<file path="src/rtl/instr_encoder.sv">
// Symbolic-instruction to MIPS machine-word encoder with a valid/ready output stream.
// The pseudo-instruction li expands into lui+ori when its upper half is nonzero.
module instr_encoder #(
  parameter int CNT_W = 16
) (
  input  logic             clk,
  input  logic             reset_n,
  input  logic             in_valid,
  output logic             in_ready,
  input  logic [4:0]       in_kind,
  input  logic [4:0]       in_rs,
  input  logic [4:0]       in_rt,
  input  logic [4:0]       in_rd,
  input  logic [31:0]      in_imm,
  output logic             out_valid,
  input  logic             out_ready,
  output logic [31:0]      out_word,
  output logic             out_last,
  output logic             err,
  output logic [CNT_W-1:0] word_cnt
);

  typedef enum logic [0:0] {IDLE, LI2} state_e;

  state_e             state_q, state_d;
  logic               out_valid_q, out_valid_d;
  logic [31:0]        out_word_q, out_word_d;
  logic               out_last_q, out_last_d;
  logic               err_q, err_d;
  logic [CNT_W-1:0]   cnt_q, cnt_d;
  logic [4:0]         li_rt_q, li_rt_d;
  logic [15:0]        li_lo_q, li_lo_d;

  logic               slot_free;
  logic               accept;
  logic               drain;
  logic [31:0]        enc_word;
  logic               enc_legal;
  logic               li_split;

  function automatic logic [31:0] itype(input logic [5:0] op, input logic [4:0] rs,
                                        input logic [4:0] rt, input logic [15:0] imm);
    return {op, rs, rt, imm};
  endfunction

  assign drain     = out_valid_q && out_ready;
  assign slot_free = !out_valid_q || out_ready;
  assign in_ready  = reset_n && (state_q == IDLE) && slot_free;
  assign accept    = in_valid && in_ready;

  always_comb begin
    enc_word  = 32'h0;
    enc_legal = 1'b1;
    li_split  = 1'b0;
    case (in_kind)
      5'd0:  enc_word = 32'h0;
      5'd1:  enc_word = {6'h00, in_rs, in_rt, in_rd, 5'd0, 6'h21};
      5'd2:  enc_word = {6'h00, in_rs, in_rt, in_rd, 5'd0, 6'h23};
      5'd3:  enc_word = {6'h00, in_rs, 5'd0, 5'd0, 5'd0, 6'h08};
      5'd4:  enc_word = {6'h00, in_rs, 5'd0, in_rd, 5'd0, 6'h09};
      5'd5:  enc_word = itype(6'h0D, in_rs, in_rt, in_imm[15:0]);
      5'd6:  enc_word = itype(6'h23, in_rs, in_rt, in_imm[15:0]);
      5'd7:  enc_word = itype(6'h2B, in_rs, in_rt, in_imm[15:0]);
      5'd8:  enc_word = itype(6'h04, in_rs, in_rt, in_imm[15:0]);
      5'd9:  enc_word = itype(6'h0F, 5'd0, in_rt, in_imm[15:0]);
      5'd10: enc_word = {6'h02, in_imm[27:2]};
      5'd11: enc_word = {6'h03, in_imm[27:2]};
      5'd12: enc_word = itype(6'h20, in_rs, in_rt, in_imm[15:0]);
      5'd13: enc_word = itype(6'h28, in_rs, in_rt, in_imm[15:0]);
      5'd14: enc_word = itype(6'h21, in_rs, in_rt, in_imm[15:0]);
      5'd15: enc_word = itype(6'h29, in_rs, in_rt, in_imm[15:0]);
      5'd16: enc_word = itype(6'h24, in_rs, in_rt, in_imm[15:0]);
      5'd17: enc_word = itype(6'h25, in_rs, in_rt, in_imm[15:0]);
      5'd18: enc_word = itype(6'h2A, in_rs, in_rt, in_imm[15:0]);
      5'd19: enc_word = itype(6'h2E, in_rs, in_rt, in_imm[15:0]);
      5'd20: enc_word = itype(6'h05, in_rs, in_rt, in_imm[15:0]);
      5'd21: enc_word = itype(6'h07, in_rs, 5'd0, in_imm[15:0]);
      5'd22: enc_word = itype(6'h01, in_rs, 5'd0, in_imm[15:0]);
      5'd23: begin
        // A zero upper half lets li collapse into a single ori from $0.
        if (in_imm[31:16] == 16'h0) begin
          enc_word = itype(6'h0D, 5'd0, in_rt, in_imm[15:0]);
        end else begin
          enc_word = itype(6'h0F, 5'd0, in_rt, in_imm[31:16]);
          li_split = 1'b1;
        end
      end
      default: enc_legal = 1'b0;
    endcase
  end

  always_comb begin
    state_d     = state_q;
    out_valid_d = out_valid_q;
    out_word_d  = out_word_q;
    out_last_d  = out_last_q;
    err_d       = 1'b0;
    li_rt_d     = li_rt_q;
    li_lo_d     = li_lo_q;
    cnt_d       = cnt_q;

    if (drain) begin
      out_valid_d = 1'b0;
      cnt_d       = cnt_q + CNT_W'(1);
    end

    case (state_q)
      IDLE: begin
        if (accept) begin
          if (!enc_legal) begin
            err_d = 1'b1;
          end else begin
            out_valid_d = 1'b1;
            out_word_d  = enc_word;
            out_last_d  = !li_split;
            if (li_split) begin
              state_d = LI2;
              li_rt_d = in_rt;
              li_lo_d = in_imm[15:0];
            end
          end
        end
      end
      LI2: begin
        // The second half comes only from the captured fields, never the live inputs.
        if (slot_free) begin
          out_valid_d = 1'b1;
          out_word_d  = itype(6'h0D, li_rt_q, li_rt_q, li_lo_q);
          out_last_d  = 1'b1;
          state_d     = IDLE;
        end
      end
      default: state_d = IDLE;
    endcase
  end

  always_ff @(posedge clk or negedge reset_n) begin
    if (!reset_n) begin
      state_q     <= IDLE;
      out_valid_q <= 1'b0;
      out_word_q  <= 32'h0;
      out_last_q  <= 1'b0;
      err_q       <= 1'b0;
      cnt_q       <= '0;
      li_rt_q     <= 5'd0;
      li_lo_q     <= 16'h0;
    end else begin
      state_q     <= state_d;
      out_valid_q <= out_valid_d;
      out_word_q  <= out_word_d;
      out_last_q  <= out_last_d;
      err_q       <= err_d;
      cnt_q       <= cnt_d;
      li_rt_q     <= li_rt_d;
      li_lo_q     <= li_lo_d;
    end
  end

  assign out_valid = out_valid_q;
  assign out_word  = out_word_q;
  assign out_last  = out_last_q;
  assign err       = err_q;
  assign word_cnt  = cnt_q;

endmodule

</file>
<file path="config.mk">
export PLATFORM = sky130hd
export DESIGN_NAME = instr_encoder
export DESIGN_NICKNAME = d
export VERILOG_FILES = /design/src/rtl/instr_encoder.sv
export SDC_FILE = /design/constraint.sdc
export NUM_CORES = 1
export LEC_CHECK = 0
export ABC_CLOCK_PERIOD_IN_PS = 4000
export CAP_MARGIN = 20
export CORE_MARGIN = 1
export CORE_UTILIZATION = 30
export CTS_BUF_LIST = sky130_fd_sc_hd__clkbuf_16
export DETAILED_ROUTE_END_ITERATION = 6
export GPL_ROUTABILITY_DRIVEN = 1
export SLEW_MARGIN = 5
export SYNTH_ARGS = -nofsm -noshare
export SYNTH_HDL_FRONTEND = slang
export SYNTH_SLANG_ARGS = --single-unit
</file>
<file path="constraint.sdc">
create_clock -name clk -period 4 [get_ports clk]
set_clock_uncertainty 0.2 [all_clocks]
set_input_delay 0.8 -clock clk [delete_from_list [all_inputs] [get_ports clk]]
set_output_delay 0.8 -clock clk [all_outputs]
set_load 0.01 [all_outputs]
</file>
## Word level (Yosys, flattened, before mapping)

Index checks and enable logic that the tools add are counted.

- Bits in registers: 73
- Logic and storage cells: 74

- Add/subtract/negate cells: 1
- Equal/unequal tests: 26
- Multiplexer cells: 26
- Bitwise logic cells: 1
- Reduce and logical (&&, ||, !) cells: 12

Operators with widths:

| operator | count |
|---|---|
| $pmux W32 S23 | 1 |
| $mux W32 | 3 |
| $pmux W32 S2 | 1 |
| $eq A5 B4 Y1 const B | 8 |
| $eq A5 B5 Y1 const B | 8 |
| $mux W28 | 1 |
| $reduce_or A24 Y1 | 1 |
| $eq A5 B3 Y1 const B | 4 |
| $mux W1 | 17 |
| $add A16 B1 Y16 const B | 1 |
| $logic_not A16 Y1 | 1 |
| $eq A5 B2 Y1 const B | 2 |
| $pmux W1 S2 | 3 |
| $eq A5 B1 Y1 const B | 1 |
| $logic_not A5 Y1 | 1 |
| $logic_and A1 B1 Y1 | 4 |
| $ne A2 B2 Y1 const B | 2 |
| $reduce_and A4 Y1 | 1 |
| $reduce_and A3 Y1 | 1 |
| $logic_not A1 Y1 | 2 |
| $ne A2 B1 Y1 const B | 1 |
| $logic_or A1 B1 Y1 | 1 |
| $not A1 Y1 | 1 |

## Depth between registers and ports, before layout

- Depth in word-level cells: 7
- Gate-level depth with buffers: 8
- Mapped depth without buffers: 5

## Worst setup path after synthesis

OpenSTA, ideal clock, no wires.

- Path type: input-to-reg
- Start: input port in_imm[27]
- End: register li_lo_q[10]
- Library setup time: 0.125 ns
- Arrival time: 2.134 ns
- Required time: 3.675 ns
- Setup slack: 1.541 ns
- Cell stages on the path: 6
- Buffers on the path: 1
- Cells stage by stage: nor4_1 > nand4_1 > and2_1 > nand3_2 > buf_2 > mux2_2

- Word-level cells in the longest chain between the ends: 4

Ends and longest elaborated chain:

| what | RTL line | text |
|---|---|---|
| start: declaration | 14 | `input logic [31:0] in_imm,` |
| $logic_not A16 Y1 | 81 | `if (in_imm[31:16] == 16'h0) begin` |
| $mux W1 | 81 |  |
| $mux W1 | 55 | `case (in_kind)` |
| $reduce_and A4 Y1 (no line) | - |  |
| end signal: assignment | 155 | `li_lo_q <= li_lo_d;` |
| end: declaration | 32 | `logic [15:0] li_lo_q, li_lo_d;` |

No other way between the ends.
A chain may end at the register's enable or synchronous reset.

## Worst setup path after layout

- Start: input port out_ready
- End: output port in_ready

- Word-level cells in the longest chain between the ends: 2

Ends and longest elaborated chain:

| what | RTL line | text |
|---|---|---|
| start: declaration | 16 | `input logic out_ready,` |
| $logic_or A1 B1 Y1 | 47 | `assign slot_free = !out_valid_q \|\| out_ready;` |
| $logic_and A1 B1 Y1 | 48 | `assign in_ready = reset_n && (state_q == IDLE) && slot_free;` |
| end: declaration | 9 | `output logic in_ready,` |

No other way between the ends.

==> key figures <==
Clocking
  – Clock transition at path regs: 0.06 ns
  – CTS Sinks: 72
  – Post-CTS Setup Bufs: 0
  – H-tree Lvls: 3
  – Root buffer cell: clkbuf_16
  – Cts repair resizes: 0
  – CTS Buf Count: 9
  – CTS tree: done
  – Hold-fix buffers at CTS: 0
  – Worst-skew pair later-pin latency: 0.33 ns
  – Max Root-Sink Buffers: 2

Pwr
  – P per Cell Area: 431 nW/µm²
  – Comb pwr share: 25.7%
  – Switching portion of total power: 28.4%
  – Tot Pwr: 2300 µW
  – VDD IR max: 0.251 mV
  – LEAKAGE: 0.00221 µW
  – NetSw: 652 µW
  – Internal: 1650 µW
  – Reg power frac: 40.7%
  – Clock power share: 33.5%

Floorplanning
  – Die area: 13000 µm²
  – Initial Utilization: 31.1%
  – Die width: 114 µm
  – Core footprint: 12100 µm²
  – # rows: 40
  – IO Count: 108
  – Die Height: 114 µm

Global routing
  – Vias in the first global route: 3461
  – GR Overflow Total: 0
  – Antenna violations before repair: 0
  – Global-route wire length before repair: 18800 µm
  – Largest net degree at the start of global routing: 73
  – Global Route Usage Sum: 19.1%

Synthesis
  – Post-synth cell types: 48
  – Top post-synthesis cells by count: 72 x dfrtp_1, 40 x nor2_1, 39 x nand2_1, 25 x a21oi_1, 22 x mux2_2
  – Primary FF master, synth: dfrtp_1
  – Synth Cell Area: 3770 µm²
  – Yosys reg bits: 72
  – Post-Syn Instances: 385
  – Synth warn: 0
  – Asr flop ratio synth: 100%
  – Syn nets: 442
  – Sequential share of the synthesized area: 47.8%
  – Avg Inst Size Synth: 9.79 µm²
  – Number of synthesized flops with an enable pin: 0
  – Largest area contributor in the netlist: dfrtp_1
  – Synth area leaders: dfrtp_1 48%, mux2_2 6.6%, nor2_1 4.0%
  – Cell with the most instances after synthesis: dfrtp_1
  – Yosys top cell area share: 47.8%

Worst setup path
  – CP startpoint kind: primary input
  – Critical path type: in -> out
  – Crit. End Element: output pin
  – Reg2reg path depth: 5
  – Setup slack, reg-to-reg: 1.75 ns
  – Reg2reg end: out_word[15]$_DFFE_PN0P_
  – RR Startpoint: state_q$_DFF_PN0_
  – CP Max Fanout: 8
  – Worst EP arrival: 2.40 ns
  – Required @ worst endpoint: 3.00 ns

Route
  – 1st-pass router iterations: 7
  – Wirelength, routed: 12200 µm
  – Vias: 3576
  – Vias per inst: 5.39
  – ANT nets after route: 0
  – DRT iter0 DRCs: 269
  – Post-DR wirelength/cell: 18.4 µm
  – DRC: 0

Min path
  – Min-delay worst type: reg -> reg
  – Worst hold endpoint: word_cnt[15]$_DFFE_PN0P_
  – HP Start: word_cnt[15]$_DFFE_PN0P_
  – Hold depth: 1

Run status
  – Run status: complete, no violations

STA
  – # setup viols final: 0
  – FMAX: 294 MHz
  – Worst-margin pin slew: 0.952 ns
  – Worst Hold Margin: 0.277 ns
  – Headroom to the max-slew limit: 36.5%
  – Slew Limit Fails: 0
  – Tcrit/Tclk final: 84.9%
  – Setup TNS: 0 ns
  – RSZ-0062 raised after global routing: no
  – Fin. Hold Viols: 0
  – Fin crit period: 3.40 ns

Job
  – Total of max-cap violations: 0

Place
  – Port Buffer Count: 106
  – RD Place Congestion: 0.909
  – Detail Placement HPWL: 9020 µm

Cells and area
  – Nets: 550
  – Area growth from synthesis to layout: 41.3%
  – Share of cells above drive strength 1: 12.1%
  – Diode count: 0
## cells in the final DEF (no fill, tap or decap), drive strengths merged, types with 7 or more instances in the layout
master and count:
a211oi 14, a21oi 25, a222oi 11, and2 7, and3 7, buf 17
clkbuf 9, clkdlybuf4s50 105, dfrtp 72, mux2 22, nand2 39, nor2 40
o21ai 15, o22ai 14, xnor2 12
## how the worst max path moves through the flow
stage / start / to / slack [ns] / cells past startpoint
2_1_floorplan: in_imm[27] / li_lo_q[10]$_DFFE_PN0P_ / 1.54 / 6
3_3_place_gp: in_kind[2] / out_word[1]$_DFFE_PN0P_ / 0.62 / 7
3_5_place_dp: in_kind[2] / out_word[1]$_DFFE_PN0P_ / 0.54 / 7
4_1_cts: out_ready / in_ready / 0.62 / 4
5_1_grt: out_ready / in_ready / 0.56 / 4
6_report: out_ready / in_ready / 0.60 / 4
## cell type report
class                           count  area, µm²
Fill cell                        1196       6790
Multi-Input combinational cell    283       1830
Sequential cell                    72       1800
Timing Repair Buffer              122       1190
Clock buffer                        9        225
Tap cell                          168        210
Clock inverter                      5       51.3
Inverter                            5       18.8
## through the flow
stage	util, %	setup slack [ns]	area [µm²]	cells
2_1_floorplan	-	1.54	3770	385
3_3_place_gp	41.7	0.623	5050	650
3_5_place_dp	41.7	0.542	5050	650
4_1_cts	44.0	0.625	5330	664
5_1_grt	44.0	0.556	5330	664
6_report	44.0	0.603	5330	664
## sequential cells by signal, indices dropped and copies added (netlist names)
name	flops
word_cnt	16
out_word	31
out_last	1
out_valid	1
li_rt_q	5
li_lo_q	16
err	1
state_q	1
## worst max-delay path: stages
cell and delay (ns):
clkdlybuf4s50_1 0.53, nand2b_1 0.27, and2_1 0.23, clkdlybuf4s50_1 0.56
## cells by family after synthesis
| group | count (synthesis) | synth area share, % |
|---|---|---|
| adders and majority gates | 1 | 0.332 |
| DFF | 72 | 47.8 |
| xor gates and xnor gates | 16 | 3.72 |
| other | 1 | 0.0995 |
| AOI/OAI and AO/OA | 115 | 21.3 |
| buffers and inverters | 30 | 3.78 |
| muxes | 22 | 6.57 |
| and+or+nand+nor | 128 | 16.3 |
## power groups by stage
stage,Sequential (µW),Combinational (µW),Clock (µW)
2_1_floorplan,976,210,0
3_3_place_gp,947,582,0
3_5_place_dp,947,594,0
4_1_cts,937,596,791
5_1_grt,953,637,815
6_report,935,592,771
## routing by layer
layer	track usage [%]	wire [µm]	share of wire, %
met1	26.6	5430	44
met2	29.4	5670	46
met3	4.76	982	8.0
met4	5.71	127	1.0
met5	0	0	0
No activity file was read; power rests on OpenSTA's default activity.
